[src/rtl/acc_sram_rd_streamer_if.sv]
// Bus bundle for acc_sram_rd_streamer: the RAM read port and the output
// valid/ready stream. master = streamer side, slave = RAM + downstream side.
interface acc_sram_rd_streamer_if #(
  parameter int AW = 16,
  parameter int DW = 64
);
  logic          ram_cs;
  logic          ram_we;
  logic [AW-1:0] ram_addr;
  logic [DW-1:0] ram_dout;
  logic          o_vld;
  logic          o_rdy;
  logic [DW-1:0] o_dat;

  modport master (
    output ram_cs, ram_we, ram_addr, o_vld, o_dat,
    input  ram_dout, o_rdy
  );

  modport slave (
    input  ram_cs, ram_we, ram_addr, o_vld, o_dat,
    output ram_dout, o_rdy
  );
endinterface

[src/rtl/acc_sram_rd_streamer.sv]
// acc_sram_rd_streamer: walks an address range in a one-cycle-latency SRAM and
// streams the words out over valid/ready, absorbing the read latency in a
// 2-entry buffer so backpressure never loses or duplicates a word.
// Optional feature macro: ACC_RD_STRIDE_EN adds the stride port; without it
// the address advances by one word per read.
//
// state | meaning
// IDLE  | waiting for start; busy=0
// RUN   | issuing reads and popping words until len words are handed off
// FIN   | one-cycle done pulse, then back to IDLE
module acc_sram_rd_streamer #(
  parameter int AW = 16,
  parameter int DW = 64,
  parameter int LW = 16
) (
  input  logic          clk,
  input  logic          rst_n,
  input  logic          start,
  input  logic [AW-1:0] base_addr,
  input  logic [LW-1:0] len,
`ifdef ACC_RD_STRIDE_EN
  input  logic [AW-1:0] stride,
`endif
  output logic          busy,
  output logic          done,
  acc_sram_rd_streamer_if.master bus
);

  typedef enum logic [1:0] {IDLE, RUN, FIN} state_t;

  state_t        state, state_nxt;
  logic [LW-1:0] iss_rem, pop_rem;
  logic [AW-1:0] nxt_addr, step;
  logic          inflight;
  logic          pop, issue, accept;
  logic [2:0]    occ;

  logic [DW-1:0] fifo_mem [2];
  logic          wr_ptr, rd_ptr;
  logic [1:0]    fifo_cnt;

`ifdef ACC_RD_STRIDE_EN
  logic [AW-1:0] stride_q;
  assign step = stride_q;
`else
  assign step = {{(AW-1){1'b0}}, 1'b1};
`endif

  assign accept = (state == IDLE) && start;
  assign pop    = bus.o_vld && bus.o_rdy;
  // A word popped this cycle frees its slot in time for a read issued now.
  assign occ    = {1'b0, fifo_cnt} + {2'b00, inflight} - {2'b00, pop};

  assign bus.o_vld    = (fifo_cnt != 2'd0);
  assign bus.o_dat    = fifo_mem[rd_ptr];
  assign bus.ram_we   = 1'b0;
  assign bus.ram_addr = nxt_addr;
  assign bus.ram_cs   = issue;

  // State register.
  always_ff @(posedge clk or negedge rst_n) begin
    if (!rst_n) state <= IDLE;
    else        state <= state_nxt;
  end

  // Next-state decode, read issue and status outputs.
  always_comb begin
    state_nxt = state;
    issue     = 1'b0;
    busy      = 1'b0;
    done      = 1'b0;
    case (state)
      IDLE: begin
        if (start) state_nxt = (len == '0) ? FIN : RUN;
      end
      RUN: begin
        busy  = 1'b1;
        issue = (iss_rem != '0) && (occ < 3'd2);
        if (pop && (pop_rem == LW'(1))) state_nxt = FIN;
      end
      FIN: begin
        busy      = 1'b1;
        done      = 1'b1;
        state_nxt = IDLE;
      end
      default: state_nxt = IDLE;
    endcase
  end

  // Transfer counters, address walk and in-flight tracking.
  always_ff @(posedge clk or negedge rst_n) begin
    if (!rst_n) begin
      iss_rem  <= '0;
      pop_rem  <= '0;
      nxt_addr <= '0;
      inflight <= 1'b0;
`ifdef ACC_RD_STRIDE_EN
      stride_q <= '0;
`endif
    end else begin
      inflight <= issue;
      if (accept) begin
        iss_rem  <= len;
        pop_rem  <= len;
        nxt_addr <= base_addr;
`ifdef ACC_RD_STRIDE_EN
        stride_q <= stride;
`endif
      end else begin
        if (issue) begin
          nxt_addr <= nxt_addr + step;
          iss_rem  <= iss_rem - LW'(1);
        end
        if (pop) pop_rem <= pop_rem - LW'(1);
      end
    end
  end

  // 2-entry circular buffer: the read returning this cycle is written while
  // the head may be popped in the same cycle.
  always_ff @(posedge clk or negedge rst_n) begin
    if (!rst_n) begin
      fifo_mem[0] <= '0;
      fifo_mem[1] <= '0;
      wr_ptr      <= 1'b0;
      rd_ptr      <= 1'b0;
      fifo_cnt    <= 2'd0;
    end else begin
      if (inflight) begin
        fifo_mem[wr_ptr] <= bus.ram_dout;
        wr_ptr           <= ~wr_ptr;
      end
      if (pop) rd_ptr <= ~rd_ptr;
      case ({inflight, pop})
        2'b10:   fifo_cnt <= fifo_cnt + 2'd1;
        2'b01:   fifo_cnt <= fifo_cnt - 2'd1;
        default: fifo_cnt <= fifo_cnt;
      endcase
    end
  end

  // The issue throttle guarantees a returning read always has a free slot.
  a_no_overflow: assert property (@(posedge clk) disable iff (!rst_n)
    !(inflight && !pop && (fifo_cnt == 2'd2)));

endmodule

[src/flat_wrapper.sv]
// flat-port wrapper written by rule: the top's interface ports become plain ports
module acc_sram_rd_streamer_flat 
#(
  parameter int AW = 16,
  parameter int DW = 64,
  parameter int LW = 16
)
  (clk, rst_n, start, base_addr, len, busy, done, bus_ram_cs, bus_ram_we, bus_ram_addr, bus_o_vld, bus_o_dat, bus_ram_dout, bus_o_rdy);
  acc_sram_rd_streamer_if #(.AW(AW), .DW(DW)) bus_i ();
  input  logic clk;
  input  logic rst_n;
  input  logic start;
  input  logic [AW-1:0] base_addr;
  input  logic [LW-1:0] len;
  output logic busy;
  output logic done;
  output wire logic [$bits(bus_i.ram_cs)-1:0] bus_ram_cs;
  output wire logic [$bits(bus_i.ram_we)-1:0] bus_ram_we;
  output wire logic [$bits(bus_i.ram_addr)-1:0] bus_ram_addr;
  output wire logic [$bits(bus_i.o_vld)-1:0] bus_o_vld;
  output wire logic [$bits(bus_i.o_dat)-1:0] bus_o_dat;
  input wire logic [$bits(bus_i.ram_dout)-1:0] bus_ram_dout;
  input wire logic [$bits(bus_i.o_rdy)-1:0] bus_o_rdy;
  assign bus_ram_cs = bus_i.ram_cs;
  assign bus_ram_we = bus_i.ram_we;
  assign bus_ram_addr = bus_i.ram_addr;
  assign bus_o_vld = bus_i.o_vld;
  assign bus_o_dat = bus_i.o_dat;
  assign bus_i.ram_dout = bus_ram_dout;
  assign bus_i.o_rdy = bus_o_rdy;
  acc_sram_rd_streamer #(.AW(AW), .DW(DW), .LW(LW)) u_core (.clk(clk), .rst_n(rst_n), .start(start), .base_addr(base_addr), .len(len), .busy(busy), .done(done), .bus(bus_i));
endmodule
[config.mk]
export PLATFORM = sky130hd
export DESIGN_NAME = acc_sram_rd_streamer_flat
export DESIGN_NICKNAME = d
export VERILOG_FILES = /design/src/rtl/acc_sram_rd_streamer_if.sv /design/src/rtl/acc_sram_rd_streamer.sv /design/src/flat_wrapper.sv
export SDC_FILE = /design/constraint.sdc
export NUM_CORES = 1
export LEC_CHECK = 0
export CAP_MARGIN = 20
export CORE_UTILIZATION = 46
export CTS_CLUSTER_DIAMETER = 100
export DETAILED_ROUTE_END_ITERATION = 8
export MAX_ROUTING_LAYER = met4
export PLACE_DENSITY = 0.76
export RECOVER_POWER = 100
export SETUP_SLACK_MARGIN = 0.02
export SLEW_MARGIN = 20
export SYNTH_ARGS = -nofsm -noshare
export SYNTH_HDL_FRONTEND = slang
export SYNTH_SLANG_ARGS = --single-unit
[constraint.sdc]
create_clock -name clk -period 3.4 [get_ports clk]
set_input_delay 0.68 -clock clk [delete_from_list [all_inputs] [get_ports clk]]
set_output_delay 0.68 -clock clk [all_outputs]
set_load 0.05 [all_outputs]
# Word level (Yosys, flattened, before mapping)

Cells that the tools add are included.

Bits in latches: 0
Word-level logic and storage cells: 66
Flip-flop bits (word level): 183
Bits in read-only memories: 0
Output and inout port bits: 85
Memory bits (writable): 0
Memories kept: 0
Input port bits: 100

Reduce and logical (&&, ||, !) cells: 14
Bitwise gates (word level): 4
Shift operators: 0
Div/mod/pow operators: 0
Magnitude comparators: 4
Multiply operators: 0
$add $sub $neg: 7
Eq/ne operators: 7
Muxes and demuxes: 20

Operators with widths:

| operator                                                    | number |
|---|---|
| 2-to-1 mux 64 bit                                           | 4 |
| bitwise mux 128 bit                                         | 1 |
| 2-to-1 mux 16 bit                                           | 6 |
| demux 64 bit (select 1 bit)                                 | 1 |
| subtractor 16 x 1 -> 16 bit (second input constant)         | 2 |
| adder 16 x 1 -> 16 bit (second input constant)              | 1 |
| equality test 16 x 1 -> 1 bit (second input constant)       | 1 |
| zero test 16 bit                                            | 1 |
| nonzero test 16 bit                                         | 1 |
| case mux 2 bit (2 select lines)                             | 2 |
| nonzero test 2 bit                                          | 4 |
| 2-to-1 mux 2 bit                                            | 3 |
| logical AND 1 bit                                           | 5 |
| equality test 2 x 1 -> 1 bit (second input constant)        | 2 |
| equality test 2 bit (second input constant)                 | 2 |
| greater-or-equal comparator 2 bit (second input constant)   | 2 |
| NOT 1 -> 2 bit                                              | 2 |
| adder 2 x 1 -> 3 bit                                        | 1 |
| less-than comparator 3 x 2 -> 1 bit (second input constant) | 1 |
| 2-to-1 mux 1 bit                                            | 3 |
| subtractor 3 x 1 -> 3 bit                                   | 1 |
| adder 2 x 1 -> 2 bit (second input constant)                | 1 |
| zero test 2 bit                                             | 1 |
| less-than comparator 2 x 1 -> 1 bit (second input constant) | 1 |
| 6 further kinds                                             | 7 |

# Longest topological paths before layout

Gate-level depths: netlist of the first run.

Word-level depth: 8
Mapped depth: 11
Gate-level depth less buffers: 10

# Least setup slack after synthesis of the first run

No wires, ideal clock.

Kind: input to output
Start: input bus_o_rdy
End: output bus_ram_cs
Path slack: -0.121 ns
Buffers on the path: 1
Required time: 2.720 ns
Arrival time: 2.841 ns
Stages: 9
Cell sequence: o21ai_1 inv_1 ha_1 nand2b_1 fa_1 nand2_1 nor2_1 and2_1 buf_2

Cells in the longest elaborated chain, start to end: 5

Ends and longest elaborated chain:

| what                                | RTL line                   | text |
|---|---|---|
| start, declared                     | flat_wrapper.sv:23         | `input wire logic [$bits(bus_i.o_rdy)-1:0] bus_o_rdy;` |
| logical AND 1 bit                   | acc_sram_rd_streamer.sv:50 | `assign pop = bus.o_vld && bus.o_rdy;` |
| named net u_core.pop                | acc_sram_rd_streamer.sv:35 | `logic pop, issue, accept;` |
| subtractor 3 x 1 -> 3 bit           | acc_sram_rd_streamer.sv:52 | `assign occ = {1'b0, fifo_cnt} + {2'b00, inflight} - {2'b00, pop};` |
| less-than comparator 3 x 2 -> 1 bit | acc_sram_rd_streamer.sv:78 | `issue = (iss_rem != '0) && (occ < 3'd2);` |
| logical AND 1 bit                   | acc_sram_rd_streamer.sv:78 |  |
| 2-to-1 mux 1 bit                    | acc_sram_rd_streamer.sv:72 | `case (state)` |
| end, declared                       | flat_wrapper.sv:17         | `output wire logic [$bits(bus_i.ram_cs)-1:0] bus_ram_cs;` |

The timed path passes the listed nets, and every way through them passes these cells.

# Worst setup path in the final report of the first run

Start: register u_core.fifo_cnt[0]
End: output bus_ram_cs

Cells in the longest elaborated chain, start to end: 6
Elaborated cells between the ends (all ways): 7
Classes of those cells: add/sub: 2; order compare: 1; mux: 1; reduce/logical: 3

Ends and longest elaborated chain:

| what                                | RTL line                    | text |
|---|---|---|
| start, declared                     | acc_sram_rd_streamer.sv:40  | `logic [1:0] fifo_cnt;` |
| start signal, assigned              | acc_sram_rd_streamer.sv:135 | `2'b10: fifo_cnt <= fifo_cnt + 2'd1;` |
| start signal, assigned              | acc_sram_rd_streamer.sv:136 | `2'b01: fifo_cnt <= fifo_cnt - 2'd1;` |
| start signal, assigned              | acc_sram_rd_streamer.sv:137 | `default: fifo_cnt <= fifo_cnt;` |
| nonzero test 2 bit                  | acc_sram_rd_streamer.sv:54  | `assign bus.o_vld = (fifo_cnt != 2'd0);` |
| logical AND 1 bit                   | acc_sram_rd_streamer.sv:50  |  |
| named net u_core.pop                | acc_sram_rd_streamer.sv:35  |  |
| subtractor 3 x 1 -> 3 bit           | acc_sram_rd_streamer.sv:52  |  |
| less-than comparator 3 x 2 -> 1 bit | acc_sram_rd_streamer.sv:78  |  |
| logical AND 1 bit                   | acc_sram_rd_streamer.sv:78  |  |
| 2-to-1 mux 1 bit                    | acc_sram_rd_streamer.sv:72  |  |

The timed path passes the listed nets, and every way through them passes these cells.

==> results of run 1 <==
[stage by stage]
stage	hold slack (ps)	utilization	cell area (um2)	worst slack (ps)	total power, mW
floorplan	384.4	-	8574	48.83	9.010
global placement	480.8	0.5994	10840	-142.8	11.04
detailed placement	486.7	0.5994	10840	-152.8	11.19
CTS	173.4	0.6350	11480	53.93	13.30
global route	509.6	0.6301	11400	28.08	13.52
finish	480.6	0.6301	11400	143.7	12.89
[flip-flops by register name, indices dropped and copies added (netlist names)]
register             cells
u_core.bus.ram_addr     16
u_core.fifo_cnt          2
u_core.fifo_mem        128
u_core.inflight          1
u_core.iss_rem          16
u_core.pop_rem          16
u_core.rd_ptr            1
u_core.state             2
u_core.wr_ptr            1
[final cells by class]
type	instances	area, um2
fill	1461	6690
sequential	183	4581
multi-input combinational	448	3854
timing repair buffer	209	2047
clock buffer	19	452.9
tap	229	286.5
clock inverter	12	141.4
inverter	9	33.78
[worst max-delay path by stage]
stage / startpoint / to / cells past startpoint
after floorplan: bus_o_rdy / bus_ram_cs / 9
after global placement: bus_o_rdy / u_core.bus.ram_addr[3]$_DFFE_PN0P_ / 11
after detailed placement: bus_o_rdy / u_core.bus.ram_addr[3]$_DFFE_PN0P_ / 11
after CTS: bus_o_rdy / bus_ram_cs / 10
after global routing: u_core.fifo_cnt[0]$_DFFE_PN0N_ / bus_ram_cs / 9
final: u_core.fifo_cnt[0]$_DFFE_PN0N_ / bus_ram_cs / 9
[power breakdown]
group	total, mW	switching (mW)	internal (mW)
logic	6.87	4.05	2.81
registers	4.04	0.772	3.27
clock network	1.98	0.853	1.13
[critical path, delay by kind of cell, from the launching register on]
family	cells	cell delay, ps
buf+inv	3	380
flops	1	470
fa+ha+maj	2	750
compound gates	1	210
simple gates	3	350
[timing repair]
| action | in CTS | in global routing |
|---|---|---|
| buffers inserted | 0 | 1 |
| pin swaps | 3 | 2 |
| setup endpoints to repair | 1 | 1 |
| resized for setup | 10 | 2 |
| hold endpoints to repair | 0 | 0 |
[kinds of logic (layout without fill, tap and decap cells)]
family	after synthesis	in the layout	share of synthesized area
multiplexers	193	193	0.2535
buffers and inverters	40	249	0.01810
other	1	1	0.0004376
XOR/XNOR	42	42	0.04293
AO/OA/AOI/OAI	65	65	0.04497
adder cells (fa/ha/maj)	11	11	0.01694
AND/OR/NAND/NOR	136	136	0.08877
flip-flops	183	183	0.5344
[cell usage in the layout, fill, tap and decap left out, types with 5 or more instances in the layout]
cell	instances
clkbuf_16	17
a31oi_1	8
buf_4	9
nor3_1	8
a21oi_1	29
nand4_1	18
xnor2_1	16
xor2_1	25
mux2_2	192
nor4_1	9
clkbuf_4	5
clkbuf_1	7
ha_1	8
nand2_1	27
inv_1	8
dlygate4sd3_1	82
dfrtp_1	182
o21ai_0	18
clkdlybuf4s50_1	98
nor2_1	31
nand3_1	11
[per-layer routing]
metal / part of all wire / global-route usage / vias up / wire, um
met2: 0.47 / 0.3406 / 172 / 9109
met1: 0.46 / 0.2797 / 2963 / 8939
met4: 0.0094 / 0.04908 / 0 / 184
met5: 0 / - / - / 0
li1: - / - / 2814 / -
met3: 0.068 / 0.05750 / 20 / 1320
==> flow_summary_export.csv, run 1 <==
group,metric,value,unit
synthesis,yosysWarnings,0,
hold_path,hp-class,"flip-flop to flip-flop",
synthesis,synth_area_per_cell,12.77,um2
power,power_density,1131,nW/um2
clock_tree,clock-sinks,183,
sta,timing.fmax,307.1,MHz
run_status,status,"complete, but fails checks",
grt,grt_pass1_vias,6186,
critical_path,reg2reg_from,"u_core.fifo_cnt[0]$_DFFE_PN0N_",
critical_path,cp.arrival,2580,ps
synthesis,synth_top_area_cell,"dfrtp_1",
place,port_buffers,183,
hold_path,min_to,"u_core.wr_ptr$_DFFE_PN0P_",
place,gp_congestion,0.8341,
detailed_routing,postRouteAntennaNets,0,
synthesis,synth_ff_type,"dfrtp_1",
run_status,violations,"design-rule violations, max-capacitance violations, max-slew violations",
finish,fin_nets,979,
clock_tree,cts_tree,"done",
synthesis,seq_area_frac_synth,0.5344,
sta,slew_viol_final,65,
power,p_leak,4.678,nW
clock_tree,clockBufferDepth,2,
detailed_routing,drc,36,
detailed_routing,first_pass_iters,6,
synthesis,synthCells,671,
sta,slew-limit-headroom,-0.5976,
synthesis,yosys-top-cells-count,"192 x mux2_2, 183 x dfrtp_1, 32 x nor2_1, 29 x a21oi_1, 29 x clkbuf_1",
synthesis,synth_top_area_frac,0.5344,
sta,tightest_slew,2396,ps
power,max-vdd-ir-drop,0.0006672,V
grt,grt_pass1_wl,31730,um
synthesis,ys_types,46,
sta,rsz0062_at_grt,"false",
synthesis,synth_edf_count,0,
die,initial_utilization,0.4738,
detailed_routing,num_vias,5969,
finish,antennaDiodeCount,0,
clock_tree,insertion_delay,420,ps
sta,setup_tns,0,ps
grt,grt_use_total,0.2164,
clock_tree,cts_buffers,17,
detailed_routing,routedWlPerCell,17.63,um
sta,period_share,0.9577,
grt,grt_max_degree,82,
die,die_area,19180,um2
die,ioPinCount,185,
critical_path,critPathKind,"flip-flop to output pin",
synthesis,ys_ff_latch,183,
die,rows,49,
sta,hold_violations,0,
clock_tree,hold_buffers,0,
grt,overflow,0,
sta,setup_violations,0,
critical_path,path_cells,"o21ai_2 -> inv_2 -> buf_4 -> ha_2 -> fa_2 -> nand2_4 -> nor2_4 -> and2_4 -> buf_6",
critical_path,rr_worst_depth,11,
finish,fin_cells,1109,
clock_tree,htreeDepth,4,
job,maxCapViolCount,2,
finish,drive_above_1_share,0.3023,
critical_path,crit_path_start_kind,"flip-flop",
sta,clock_skew,8.536,ps
critical_path,ff2ff_setup_slack,360,ps
finish,area_growth,32.98,%
critical_path,cpMaxStageDelayCell,"fa_2",
synthesis,yosysMostFrequentCell,"mux2_2",
grt,antenna_found_initial,0,
hold_path,min_from,"u_core.inflight$_DFF_PN0_",
clock_tree,cts-root-buf,"clkbuf_16",
place,placed_cells,1077,
synthesis,synth_area_leaders,"dfrtp_1 53%, mux2_2 25%, xor2_1 2.7%",
clock_tree,path_clk_slew,60,ps
synthesis,async_flop_share,1.000,
critical_path,worstSetupEndpointType,"output pin",
place,dpl.hpwl,13850,um
detailed_routing,drt_iter0_markers,326,
synthesis,syn-num-nets,782,
critical_path,crit_required,2720,ps
detailed_routing,via_per_inst,5.382,
critical_path,crit_fanout,6,
sta,final.min_clock_period,3256,ps
hold_path,holdPathStages,1,
critical_path,r2r-end,"u_core.bus.ram_addr[3]$_DFFE_PN0P_",
die,fp.dieH,138.5,um
die,core_area,18090,um2
synthesis,syn_area,8569,um2
critical_path,slowest_delay,560,ps
detailed_routing,wl,19550,um
die,dieWidth,138.5,um
No activity file was read; power rests on OpenSTA's default activity.
==> run 2: changes to the inputs <==
--- a/config.mk
+++ b/config.mk
@@ -13,7 +13,6 @@
 export PLACE_DENSITY = 0.76
 export RECOVER_POWER = 100
 export SETUP_SLACK_MARGIN = 0.02
-export SLEW_MARGIN = 20
 export SYNTH_ARGS = -nofsm -noshare
 export SYNTH_HDL_FRONTEND = slang
 export SYNTH_SLANG_ARGS = --single-unit
==> results of run 2 <==
The final DEF is identical to that of run 1; final timing and power are the same.
==> run 3: changes to the inputs <==
--- a/config.mk
+++ b/config.mk
@@ -6,11 +6,12 @@
 export NUM_CORES = 1
 export LEC_CHECK = 0
 export CAP_MARGIN = 20
-export CORE_UTILIZATION = 46
+export CORE_UTILIZATION = 55
 export CTS_CLUSTER_DIAMETER = 100
 export DETAILED_ROUTE_END_ITERATION = 8
+export DONT_BUFFER_PORTS = 1
 export MAX_ROUTING_LAYER = met4
-export PLACE_DENSITY = 0.76
+export PLACE_DENSITY = 0.73
 export RECOVER_POWER = 100
 export SETUP_SLACK_MARGIN = 0.02
 export SYNTH_ARGS = -nofsm -noshare
==> run 3 against run 2 <==
Cell count decreased by 21%; non-clock buffer count decreased by 193; core utilization decreased by 1.6 points; first-iteration DRC count decreased by 15%; the run ends with negative hold slack, max-capacitance violations, max-slew violations left; highest routed layer unchanged.
==> flow_summary_export.csv, run 3 (synthesis results as in run 1) <==
group,metric,value,unit
sta,final.min_clock_period,3258,ps
detailed_routing,drt_iter0_markers,277,
critical_path,critPathKind,"flip-flop to output pin",
finish,largest_reg_flops,128,
critical_path,crit_required,2720,ps
clock_tree,clock-sinks,183,
clock_tree,cts_buffers,17,
detailed_routing,drc,0,
clock_tree,insertion_delay,420,ps
critical_path,critical_path.startpoint,"u_core.fifo_cnt[0]$_DFFE_PN0N_",
detailed_routing,first_pass_iters,4,
critical_path,worstSetupEndpointType,"output pin",
job,maxCapViolCount,2,
finish,drive_above_1_share,0.2726,
grt,grt_pass1_vias,5664,
die,rows,45,
finish,area_growth,9.009,%
die,initial_utilization,0.5637,
sta,timing.fmax,306.9,MHz
grt,grt_use_total,0.2362,
place,dpl.hpwl,12040,um
finish,final_cell_mix,"182 x dfrtp_1, 130 x mux2_2, 62 x mux2_1, 30 x nor2_1, 29 x a21oi_1",
clock_tree,path_clk_slew,60,ps
place,port_buffers,0,
sta,rsz0062_at_grt,"false",
critical_path,cp.arrival,2580,ps
detailed_routing,wl,17920,um
die,dieWidth,126.8,um
detailed_routing,num_vias,5360,
finish,nFillCells,1192,
sta,period_share,0.9582,
sta,fin_ws,142.1,ps
sta,slew_viol_final,130,
detailed_routing,routedWlPerCell,20.51,um
finish,layout.area.seq,4581,um2
die,ioPinCount,185,
clock_tree,htreeDepth,4,
finish,largest-register,"u_core.fifo_mem",
finish,fin_nets,786,
critical_path,reg2reg_from,"u_core.fifo_cnt[0]$_DFFE_PN0N_",
grt,antenna_found_initial,0,
detailed_routing,postRouteAntennaNets,0,
finish,antennaDiodeCount,0,
sta,clock_skew,7.986,ps
run_status,status,"complete, but fails checks",
detailed_routing,via_per_inst,6.133,
sta,slew-limit-headroom,-0.1863,
die,fp.dieH,126.8,um
run_status,violations,"negative hold slack, max-capacitance violations, max-slew violations",
die,core_area,15200,um2
grt,grt_max_degree,184,
critical_path,crit_path_start_kind,"flip-flop",
critical_path,crit_fanout,4,
sta,tightest_slew,1779,ps
sta,setup_tns,0,ps
finish,layout_commonest_cell,"dfrtp_1",
sta,hold-worst-slack,-51.34,ps
grt,overflow,0,
sta,hold_violations,183,
place,dp_slack,42.86,ps
hold_path,hp-class,"input port to async pin",
clock_tree,clockBufferDepth,2,
place,gp_congestion,0.8626,
die,die_area,16080,um2
clock_tree,cts_tree,"done",
clock_tree,cts-root-buf,"clkbuf_16",
finish,multi_input_comb_area,3829,um2
sta,setup_violations,0,
grt,grt_pass1_wl,28670,um
run 3: worst max-delay path, cell delays in order (launching register included):
cell      delay (ps)
dfrtp_2          430
o21ai_2          160
inv_1            100
ha_4             260
nand2b_1         150
fa_1             500
nand2_2           90
nor2_2           140
and2_0           160
buf_6            170
run 3: metrics by stage:
step                      hold WS, ps  cells  utilization  area (um2)
after global routing           -81.19    874       0.6145        9341
after global placement          388.3    841       0.5793        8807
final                          -51.34    874       0.6145        9341
after floorplan                 384.4    671            -        8574
after detailed placement        387.8    841       0.5793        8807
after CTS                      -71.48    871       0.6170        9379
run 3: final timing paths:
check	cells after the start	to	slack [ps]
max	9	bus_ram_cs	140
max reg2reg	10	u_core.iss_rem[13]$_DFFE_PN0P_	310
min	0	u_core.fifo_mem[120]$_DFFE_PN0P_	-50
min in group clk	2	u_core.bus.ram_addr[9]$_DFFE_PN0P_	370
min reg2reg	1	u_core.fifo_mem[126]$_DFFE_PN0P_	500
max in group asynchronous	0	u_core.fifo_mem[80]$_DFFE_PN0P_	3230
run 3: area by class of cell:
class                   instances  share of cell area
well taps                     188             0.02518
flip-flops and latches        183              0.4904
repair buffers                 16             0.01152
clock inverters                10             0.01058
inverters                       9            0.003616
clock buffers                  20             0.04889
multi-input cells             448              0.4099
run 3: per-layer routing:
layer  share of wire  up-vias  global-route usage
li1                -     2421                   -
met1            0.42     2721              0.2763
met2            0.49      190              0.3895
met3           0.066       28             0.06833
met4           0.019        0             0.08333
met5               0        -                   -
run 3: repair_timing:
item	in CTS	in global routing
hold endpoints to repair	183	183
setup endpoints to repair	1	1
resized for setup	4	2
setup buffers	0	2
Power of run 3 is not shown: default switching activity piles up to over one toggle a cycle in this logic, so the estimate is an artifact.
